--- config.mk ---
export PLATFORM = sky130hd
export DESIGN_NAME = ppu_palette_lookup
export DESIGN_NICKNAME = d
export VERILOG_FILES = /design/src/rtl/ppu_palette_lookup.sv
export SDC_FILE = /design/constraint.sdc
export NUM_CORES = 1
export LEC_CHECK = 0
export CAP_MARGIN = 15
export CELL_PAD_IN_SITES_DETAIL_PLACEMENT = 1
export CELL_PAD_IN_SITES_GLOBAL_PLACEMENT = 1
export CORE_MARGIN = 10
export CORE_UTILIZATION = 44
export DETAILED_ROUTE_END_ITERATION = 8
export HOLD_SLACK_MARGIN = 0.12
export PLACE_DENSITY_LB_ADDON = 0.1
export SYNTH_ARGS = -nofsm -noshare
export SYNTH_HDL_FRONTEND = slang
export SYNTH_SLANG_ARGS = --single-unit
export TNS_END_PERCENT = 20
--- constraint.sdc ---
create_clock -name CLK -period 1.9 [get_ports CLK]
set_input_delay 0.19 -clock CLK [delete_from_list [all_inputs] [get_ports CLK]]
set_output_delay 0.19 -clock CLK [all_outputs]
set_load 0.01 [all_outputs]
--- src/rtl/ppu_palette_lookup.sv ---
// ppu_palette_lookup
//   Merges the background and sprite pixels of a dot by priority, looks the
//   winner up in the 32-entry palette RAM and applies greyscale. The composite
//   stage receives a registered colour (split into hue/luma) plus emphasis.
//   Also tracks sprite-zero hit and serves the CPU palette read/write port.
//
// Ports
//   CLK, RST         clock, async active-low reset
//   DOT_EN           one-CLK strobe per dot; pipeline and SPR0_HIT advance on it
//   PIX_VALID        dot is in the active picture
//   BG_PIX, SPR_PIX  {palette[1:0], pattern[1:0]} for background / sprite
//   SPR_BEHIND       sprite loses to an opaque background
//   SPR_ZERO         sprite pixel is from OAM entry 0
//   SHOW_BG/SHOW_SPR layer enables; GREYSCALE mask; EMPH {B,G,R}
//   WR_EN/WR_ADDR/WR_DATA   CPU palette write
//   RD_ADDR/RD_DATA         CPU palette read, one-CLK latency
//   COLOR_OUT/HUE/LUMA/EMPH_OUT/COLOR_VALID   dot output, 2 DOT_EN strobes late
//   SPR0_HIT/SPR0_CLR       sticky sprite-zero hit and its clear
module ppu_palette_lookup #(
    parameter int PAL_ENTRIES = 32,
    parameter int COLOR_W     = 6
) (
    input  logic                           CLK,
    input  logic                           RST,
    input  logic                           DOT_EN,
    input  logic                           PIX_VALID,
    input  logic [3:0]                     BG_PIX,
    input  logic [3:0]                     SPR_PIX,
    input  logic                           SPR_BEHIND,
    input  logic                           SPR_ZERO,
    input  logic                           SHOW_BG,
    input  logic                           SHOW_SPR,
    input  logic                           GREYSCALE,
    input  logic [2:0]                     EMPH,
    input  logic                           WR_EN,
    input  logic [$clog2(PAL_ENTRIES)-1:0] WR_ADDR,
    input  logic [COLOR_W-1:0]             WR_DATA,
    input  logic [$clog2(PAL_ENTRIES)-1:0] RD_ADDR,
    output logic [COLOR_W-1:0]             RD_DATA,
    output logic [COLOR_W-1:0]             COLOR_OUT,
    output logic [3:0]                     HUE,
    output logic [1:0]                     LUMA,
    output logic [2:0]                     EMPH_OUT,
    output logic                           COLOR_VALID,
    output logic                           SPR0_HIT,
    input  logic                           SPR0_CLR
);

    localparam int AW     = $clog2(PAL_ENTRIES);
    localparam int STAGES = 2;

    localparam logic [COLOR_W-1:0] BLANK_COLOR = 6'h0F;
    localparam logic [COLOR_W-1:0] GREY_MASK   = 6'h30;
    localparam logic [COLOR_W-1:0] FULL_MASK   = 6'h3F;

    // Stage-1 payload travelling alongside the valid bit.
    typedef struct packed {
        logic [AW-1:0] addr;
        logic          grey;
        logic [2:0]    emph;
    } s1_t;

    // Sprite entry 0 of each sub-palette is the shared backdrop.
    function automatic logic [AW-1:0] mirror(input logic [AW-1:0] a);
        mirror = a;
        if (a[AW-1] && (a[1:0] == 2'b00))
            mirror[AW-1] = 1'b0;
    endfunction

    logic [COLOR_W-1:0] pal [PAL_ENTRIES];
    logic [STAGES:1]    vld_pipe;
    s1_t                s1;
    logic               bg_op, spr_op;
    logic [AW-1:0]      sel_addr;
    logic [COLOR_W-1:0] lut;

    assign bg_op  = SHOW_BG  && (BG_PIX[1:0]  != 2'b00);
    assign spr_op = SHOW_SPR && (SPR_PIX[1:0] != 2'b00);

    always_comb begin
        sel_addr = '0;
        if (spr_op && !(bg_op && SPR_BEHIND))
            sel_addr = {1'b1, SPR_PIX};
        else if (bg_op)
            sel_addr = {1'b0, BG_PIX};
    end

    // Palette RAM: the lookup below samples the pre-write value, so a CPU
    // write colliding with a lookup shows up from the next dot onward.
    always_ff @(posedge CLK or negedge RST) begin
        if (!RST) begin
            for (int i = 0; i < PAL_ENTRIES; i++)
                pal[i] <= '0;
        end else if (WR_EN) begin
            pal[mirror(WR_ADDR)] <= WR_DATA;
        end
    end

    always_ff @(posedge CLK or negedge RST) begin
        if (!RST)
            RD_DATA <= '0;
        else
            RD_DATA <= pal[mirror(RD_ADDR)];
    end

    assign lut = pal[mirror(s1.addr)];

    always_ff @(posedge CLK or negedge RST) begin
        if (!RST) begin
            vld_pipe  <= '0;
            s1        <= '0;
            COLOR_OUT <= BLANK_COLOR;
            EMPH_OUT  <= '0;
        end else if (DOT_EN) begin
            vld_pipe  <= {vld_pipe[STAGES-1:1], PIX_VALID};
            s1        <= '{addr: sel_addr, grey: GREYSCALE, emph: EMPH};
            COLOR_OUT <= vld_pipe[1] ? (lut & (s1.grey ? GREY_MASK : FULL_MASK))
                                     : BLANK_COLOR;
            EMPH_OUT  <= s1.emph;
        end
    end

    assign COLOR_VALID = vld_pipe[STAGES];
    assign HUE         = COLOR_OUT[3:0];
    assign LUMA        = COLOR_OUT[5:4];

    // Clear has priority over a hit landing on the same dot.
    always_ff @(posedge CLK or negedge RST) begin
        if (!RST)
            SPR0_HIT <= 1'b0;
        else if (DOT_EN) begin
            if (SPR0_CLR)
                SPR0_HIT <= 1'b0;
            else if (PIX_VALID && SPR_ZERO && bg_op && spr_op)
                SPR0_HIT <= 1'b1;
        end
    end

endmodule
==> flow_summary.toml, run 1 <==
[timing]
finalCriticalPeriod_ns = 1.89
fin_setup_tns_ns = 0
max_freq_mhz = 528
whs_ns = 0.224
finalSetupViolations = 0
slew_headroom_pct = 54.2
slew_violations = 0
tightest_slew_ns = 0.682
finalCritPeriodShare_pct = 99.6
fin_skew_ns = 0.0105
rsz0062_at_grt = "yes"
final_hold_viol_count = 0
worst_slack_ns = 0.00701

[power]
fin_total_pwr_mw = 14.5
p_leak_nw = 5.97
peakVddDrop_mv = 0.599
powerDensity_nw_per_um2 = 1060

[floorplan]
pin_count = 61
core-area_um2 = 24400
die_area_um2 = 31600
initial_core_util_pct = 44.9
die_h_um = 178
row_count = 57
fp.dieW_um = 178

[layout]
diodes = 0
syn_to_final_growth_pct = 24.9
utilization_pct = 56.1
finalNetCount = 1045
fill_cells = 2453
register_area_um2 = 5210
multi_input_area_um2 = 5390
drive_above_1_share_pct = 42.8

[synthesis]
yosysSeqAreaShare_pct = 47.6
ys.flop_type = "dfrtp_1"
yosys-top-cells-area = "dfrtp_1 (47%), mux2_2 (19%), mux4_2 (10%)"
synth_nets = 916
synth.distinct_cells = 52
synth_edf_count = 0
yosysWarningCount = 0
syn_avg_cell_area_um2 = 12.5
synth_top_area_share_pct = 46.6
yosys.area.top_type = "dfrtp_1"
synth_seq_cells = 208
syn-cell-area_um2 = 11000
synth-async-reset-ratio_pct = 100
syn_inst = 878

[global_route]
overflow = 0
grt_pass1_vias = 8910
grt_max_degree = 56
antenna_found_initial = 0
grt_use_total_pct = 24.2
grt_pass1_wl_mm = 57.9

[drt]
drt-pass1-iter-count = 5
final_antenna_net_count = 0
drc = 0
vias_per_cell = 6.17
wl_per_cell_um = 28.4
num_vias = 8317
drt_iter0_markers = 736
wl_mm = 38.3

[placement]
io_buffers = 60
dp_slack_ns = -0.196
gp_congestion = 0.911
dpl.hpwl_mm = 27.3

[clocking]
clock-sinks = 208
cts-root-buf = "clkbuf_16"
cts_buffers = 25
htreeDepth = 1
clk_pin_slew_worst_paths_ns = 0.06
cts_buffer_depth = 3
insertion_delay_ns = 0.53
cts_tree = "done"

[min_path]
hold_class = "input pin to flop"

[run]
max-cap-violations = 0

[setup_path]
ff2ff_setup_slack_ns = 0.007
cp-start-kind = "flop"
critPathKind = "flop to flop"
crit_path_max_fanout = 12
worstPathRequired_ns = 2.34
cp-end-kind = "flop"
critPathArrivalTime_ns = 2.33

[status]
status = "finished, final reports clean"
==> final timing paths <==
check,from,depth (start not counted),end
worst max-delay path,s1[5]$_DFFE_PN0P_,7,COLOR_OUT[3]$_DFFE_PN1P_
worst min-delay path,SPR0_CLR,2,SPR0_HIT$_DFFE_PN0P_
worst max register to register,s1[5]$_DFFE_PN0P_,7,COLOR_OUT[3]$_DFFE_PN1P_
worst min register to register,pal[70]$_DFFE_PN0P_,0,pal[70]$_DFFE_PN0P_
max in group asynchronous,RST,3,COLOR_OUT[2]$_DFFE_PN1P_
min in group asynchronous,RST,2,pal[36]$_DFFE_PN0P_
==> layer usage <==
| metal | wire length (µm) | global-route usage, % | vias up |
|---|---|---|---|
| met5 | 0 | 0 | - |
| li1 | - | - | 3536 |
| met2 | 18000 | 39.1 | 323 |
| met4 | 1290 | 7.22 | 0 |
| met3 | 2490 | 4.59 | 62 |
| met1 | 16500 | 32.4 | 4396 |
==> registers in the layout (all words and copies together) (netlist names) <==
register	flops
EMPH_OUT	3
vld_pipe	2
RD_DATA	6
COLOR_OUT	6
SPR0_HIT	1
pal	181
s1	9
==> cell type report <==
cell class | instances | share of cell area (%)
Inverter | 9 | 0.284
Timing Repair Buffer | 190 | 13.2
Sequential cell | 208 | 38.1
Multi-Input combinational cell | 573 | 39.4
Clock inverter | 9 | 0.741
Tap cell | 324 | 2.96
Clock buffer | 36 | 5.24
==> logic make-up (layout without fill, tap and decap cells) <==
logic type | after synthesis | count (layout) | synth area share, %
compound gates | 161 | 161 | 9.90
buf+inv | 97 | 244 | 4.17
flops | 208 | 208 | 47.6
mux | 263 | 263 | 31.9
simple gates | 149 | 149 | 6.48
==> report_power, final <==
group / leakage, nW / internal, mW / switching, mW
Sequential: 2.64 / 5.26 / 0.770
Combinational: 2.93 / 1.94 / 1.69
Clock: 0.404 / 2.88 / 1.92
Total: 5.97 / 10.1 / 4.38
==> Yosys cell counts (all sizes together), types with 3 or more instances <==
cell       n
nand2b     4
o221ai     8
nor3       8
nor2      30
o22ai      5
a221oi    15
a21oi     40
nand3     17
a211oi    18
a22o       5
a21o       3
o21ai     35
dfrtp    204
buf       43
and2       3
nor2b     16
nand2     54
inv        9
mux4      50
mux2i     24
and3       9
dfstp      4
clkbuf    45
a2111oi    3
a31oi      6
o32ai      6
a22oi      3
mux2     189
==> critical path: stages, from the launching register on <==
cell,delay (ns)
dfrtp_2,0.41
buf_12,0.15
buf_12,0.16
mux2i_2,0.18
mux4_2,0.55
a31oi_1,0.17
o21ai_1,0.10
o31ai_1,0.08
==> through the flow <==
stage,cells,area (µm²)
final,1349,13700
after global routing,1349,13700
after CTS,1343,13500
after detailed placement,1294,12600
after global placement,1294,12600
after floorplan,878,11000
==> repair_timing <==
action | in CTS | in global routing
gates cloned | 0 | 1
buffers inserted | 3 | 5
setup endpoints to repair | 7 | 10
pin swaps | 1 | 6
gates resized for setup | 13 | 25
hold buffers | 1 | 0
hold endpoints to repair | 165 | 0
==> layout by cell type (no fill, tap or decap), drive strengths merged, types with 3 or more instances in the layout <==
cell type,count
o21ai,35
nand2b,4
inv,10
and3,9
clkdlybuf4s50,53
dfrtp,204
a21o,3
nor2,30
a21oi,40
nor2b,16
a31oi,6
o221ai,8
o32ai,6
dfstp,4
mux2i,24
clkinv,5
mux4,50
nand3,17
a2111oi,3
clkbuf,38
a221oi,15
buf,130
a22oi,3
dlymetal6s2s,3
o22ai,5
a22o,5
and2,3
a211oi,18
nand2,54
mux2,189
nor3,8
(Power assumes the default switching activity.)
==> run 2, diff against run 1 <==
--- a/config.mk
+++ b/config.mk
@@ -5,7 +5,7 @@
 export SDC_FILE = /design/constraint.sdc
 export NUM_CORES = 1
 export LEC_CHECK = 0
-export CAP_MARGIN = 15
+export CAP_MARGIN = 0
 export CELL_PAD_IN_SITES_DETAIL_PLACEMENT = 1
 export CELL_PAD_IN_SITES_GLOBAL_PLACEMENT = 1
 export CORE_MARGIN = 10
==> results of run 2 <==
No change in the layout: final DEF, timing and power equal those of run 1.
==> run 3, diff against run 2 <==
--- a/config.mk
+++ b/config.mk
@@ -11,8 +11,10 @@
 export CORE_MARGIN = 10
 export CORE_UTILIZATION = 44
 export DETAILED_ROUTE_END_ITERATION = 8
+export GPL_TIMING_DRIVEN = 0
 export HOLD_SLACK_MARGIN = 0.12
 export PLACE_DENSITY_LB_ADDON = 0.1
+export SLEW_MARGIN = 20
 export SYNTH_ARGS = -nofsm -noshare
 export SYNTH_HDL_FRONTEND = slang
 export SYNTH_SLANG_ARGS = --single-unit
==> flow_summary.toml, run 3 (synthesis gave the netlist of run 1 again) <==
[layout]
final_common_cell = "dfrtp_1"
syn_to_final_growth_pct = 21.7
drive_above_1_share_pct = 39.2
final_cell_mix = "dfrtp_1 (204), mux2_2 (188), nand2_1 (53), mux4_2 (50), clkdlybuf4s50_1 (46)"
fin_cells = 1310
top_regs = "pal x181, s1 x9"
finalNetCount = 1006
top_register = "pal"
diodes = 0
largest_register_ffs = 181

[global_route]
antenna_found_initial = 1
grt_pass1_vias = 8823
grt_max_degree = 78
grt_use_total_pct = 26.2
grt_pass1_wl_mm = 61.3
overflow = 0

[drt]
final_antenna_net_count = 0
vias_per_cell = 6.44
drt-met1-wl_mm = 17.8
drt-pass1-iter-count = 5
drc = 0
drt_iter0_markers = 726
top_layer = "met4"
dr_wl_met3_mm = 2.66
wl_mm = 41.7
wl_met2_mm = 19.5
num_vias = 8440
wl_per_cell_um = 31.8

[setup_path]
worstPathCellList = "buf_8 > buf_12 > mux4_2 > mux2i_4 > nor2_2 > a2111oi_4 > nor3_1"
cpMaxStageDelayCell = "mux4_2"
critPathArrivalTime_ns = 2.36
critPathKind = "flop to flop"
cp-start-kind = "flop"
cpPeakStageDelay_ns = 0.54
ff2ff_setup_slack_ns = -0.07
crit_path_max_fanout = 7
worstPathRequired_ns = 2.30
rr_worst_depth = 7
cp-end-kind = "flop"

[floorplan]
pin_count = 61
core-area_um2 = 24400
die_area_um2 = 31600
row_count = 57
die_h_um = 178
fp.dieW_um = 178
initial_core_util_pct = 44.9

[min_path]
hold_class = "input pin to asynchronous set/reset pin"

[clocking]
clk_pin_slew_worst_paths_ns = 0.06
insertion_delay_ns = 0.53
htreeDepth = 1
cts_tree = "done"
cts-root-buf = "clkbuf_16"
cts_buffers = 24
cts_buffer_depth = 3
clock-sinks = 208

[placement]
gp_congestion = 0.945
io_buffers = 51
dpl.cell_count = 1255
dpl.hpwl_mm = 30.1

[timing]
finalSetupViolations = 6
worst_slack_ns = -0.0653
whs_ns = 0.195
slew_headroom_pct = 38.9
final_hold_viol_count = 0
fin_skew_ns = 0.0140
tightest_slew_ns = 0.916
finalCritPeriodShare_pct = 103
rsz0062_at_grt = "yes"
finalCriticalPeriod_ns = 1.97
max_freq_mhz = 509
slew_violations = 0

[run]
max-cap-violations = 0

[power]
peakVddDrop_mv = 0.652
powerDensity_nw_per_um2 = 1110
p_leak_nw = 5.62

[status]
violations = "setup timing"
status = "complete, but fails checks"
run 3: area by class of cell:
class / instances / area (µm²)
sequential: 208 / 5210
inverter: 9 / 40.0
fill: 2473 / 11100
clock buffer: 39 / 778
buffer: 87 / 562
clock inverter: 5 / 103
timing repair buffer: 65 / 703
tap: 324 / 405
multi-input combinational: 573 / 5540
run 3: where the power goes:
| part | switching [mW] | total (mW) | leakage (nW) | internal [mW] |
|---|---|---|---|---|
| registers | 0.717 | 5.98 | 2.64 | 5.26 |
| logic | 1.87 | 3.75 | 2.55 | 1.88 |
| clock network | 1.90 | 5.09 | 0.431 | 3.19 |
run 3: repair_timing:
item,CTS,global route
hold buffers,1,0
resized for setup,88,24
gates cloned,1,0
hold endpoints to repair,136,0
pin swaps,4,7
setup buffers,9,1
endpoints found under the setup margin,48,57
run 3: path summary, 6_finish.rpt:
check | from | end
max in group asynchronous | RST | pal[158]$_DFFE_PN0P_
min | RST | pal[45]$_DFFE_PN0P_
min in group CLK | SPR0_CLR | SPR0_HIT$_DFFE_PN0P_
max reg2reg | s1[4]$_DFFE_PN0P_ | COLOR_OUT[5]$_DFFE_PN0P_
max | s1[4]$_DFFE_PN0P_ | COLOR_OUT[5]$_DFFE_PN0P_
min reg2reg | pal[71]$_DFFE_PN0P_ | pal[71]$_DFFE_PN0P_
run 3: worst max-delay path, delay by kind of cell (launching register included):
kind | cells | cell delay (ns)
mux | 2 | 0.80
flops | 1 | 0.36
buf+inv | 2 | 0.29
compound gates | 1 | 0.21
simple gates | 2 | 0.17
run 3: per-layer routing:
layer / up-vias / GRT usage [%]
met5: - / 0
met4: 0 / 9.62
met3: 93 / 4.50
met2: 358 / 41.9
met1: 4513 / 35.0
li1: 3476 / -
run 3: metrics by stage:
| stage | setup WS [ns] | total power [mW] | TNS, ns | cell area, µm² | utilization [%] |
|---|---|---|---|---|---|
| final | -0.0653 | 14.8 | -0.244 | 13300 | 54.7 |
| after global routing | -0.107 | 15.3 | -0.855 | 13300 | 54.7 |
| after CTS | -0.0843 | 14.8 | -0.939 | 13200 | 54.3 |
| after detailed placement | -1.05 | 9.42 | -69.48 | 11900 | 48.9 |
| after global placement | -7.74 | 9.23 | -1660.77 | 11900 | 48.7 |
| after floorplan | 0.155 | 7.88 | 0 | 11000 | - |
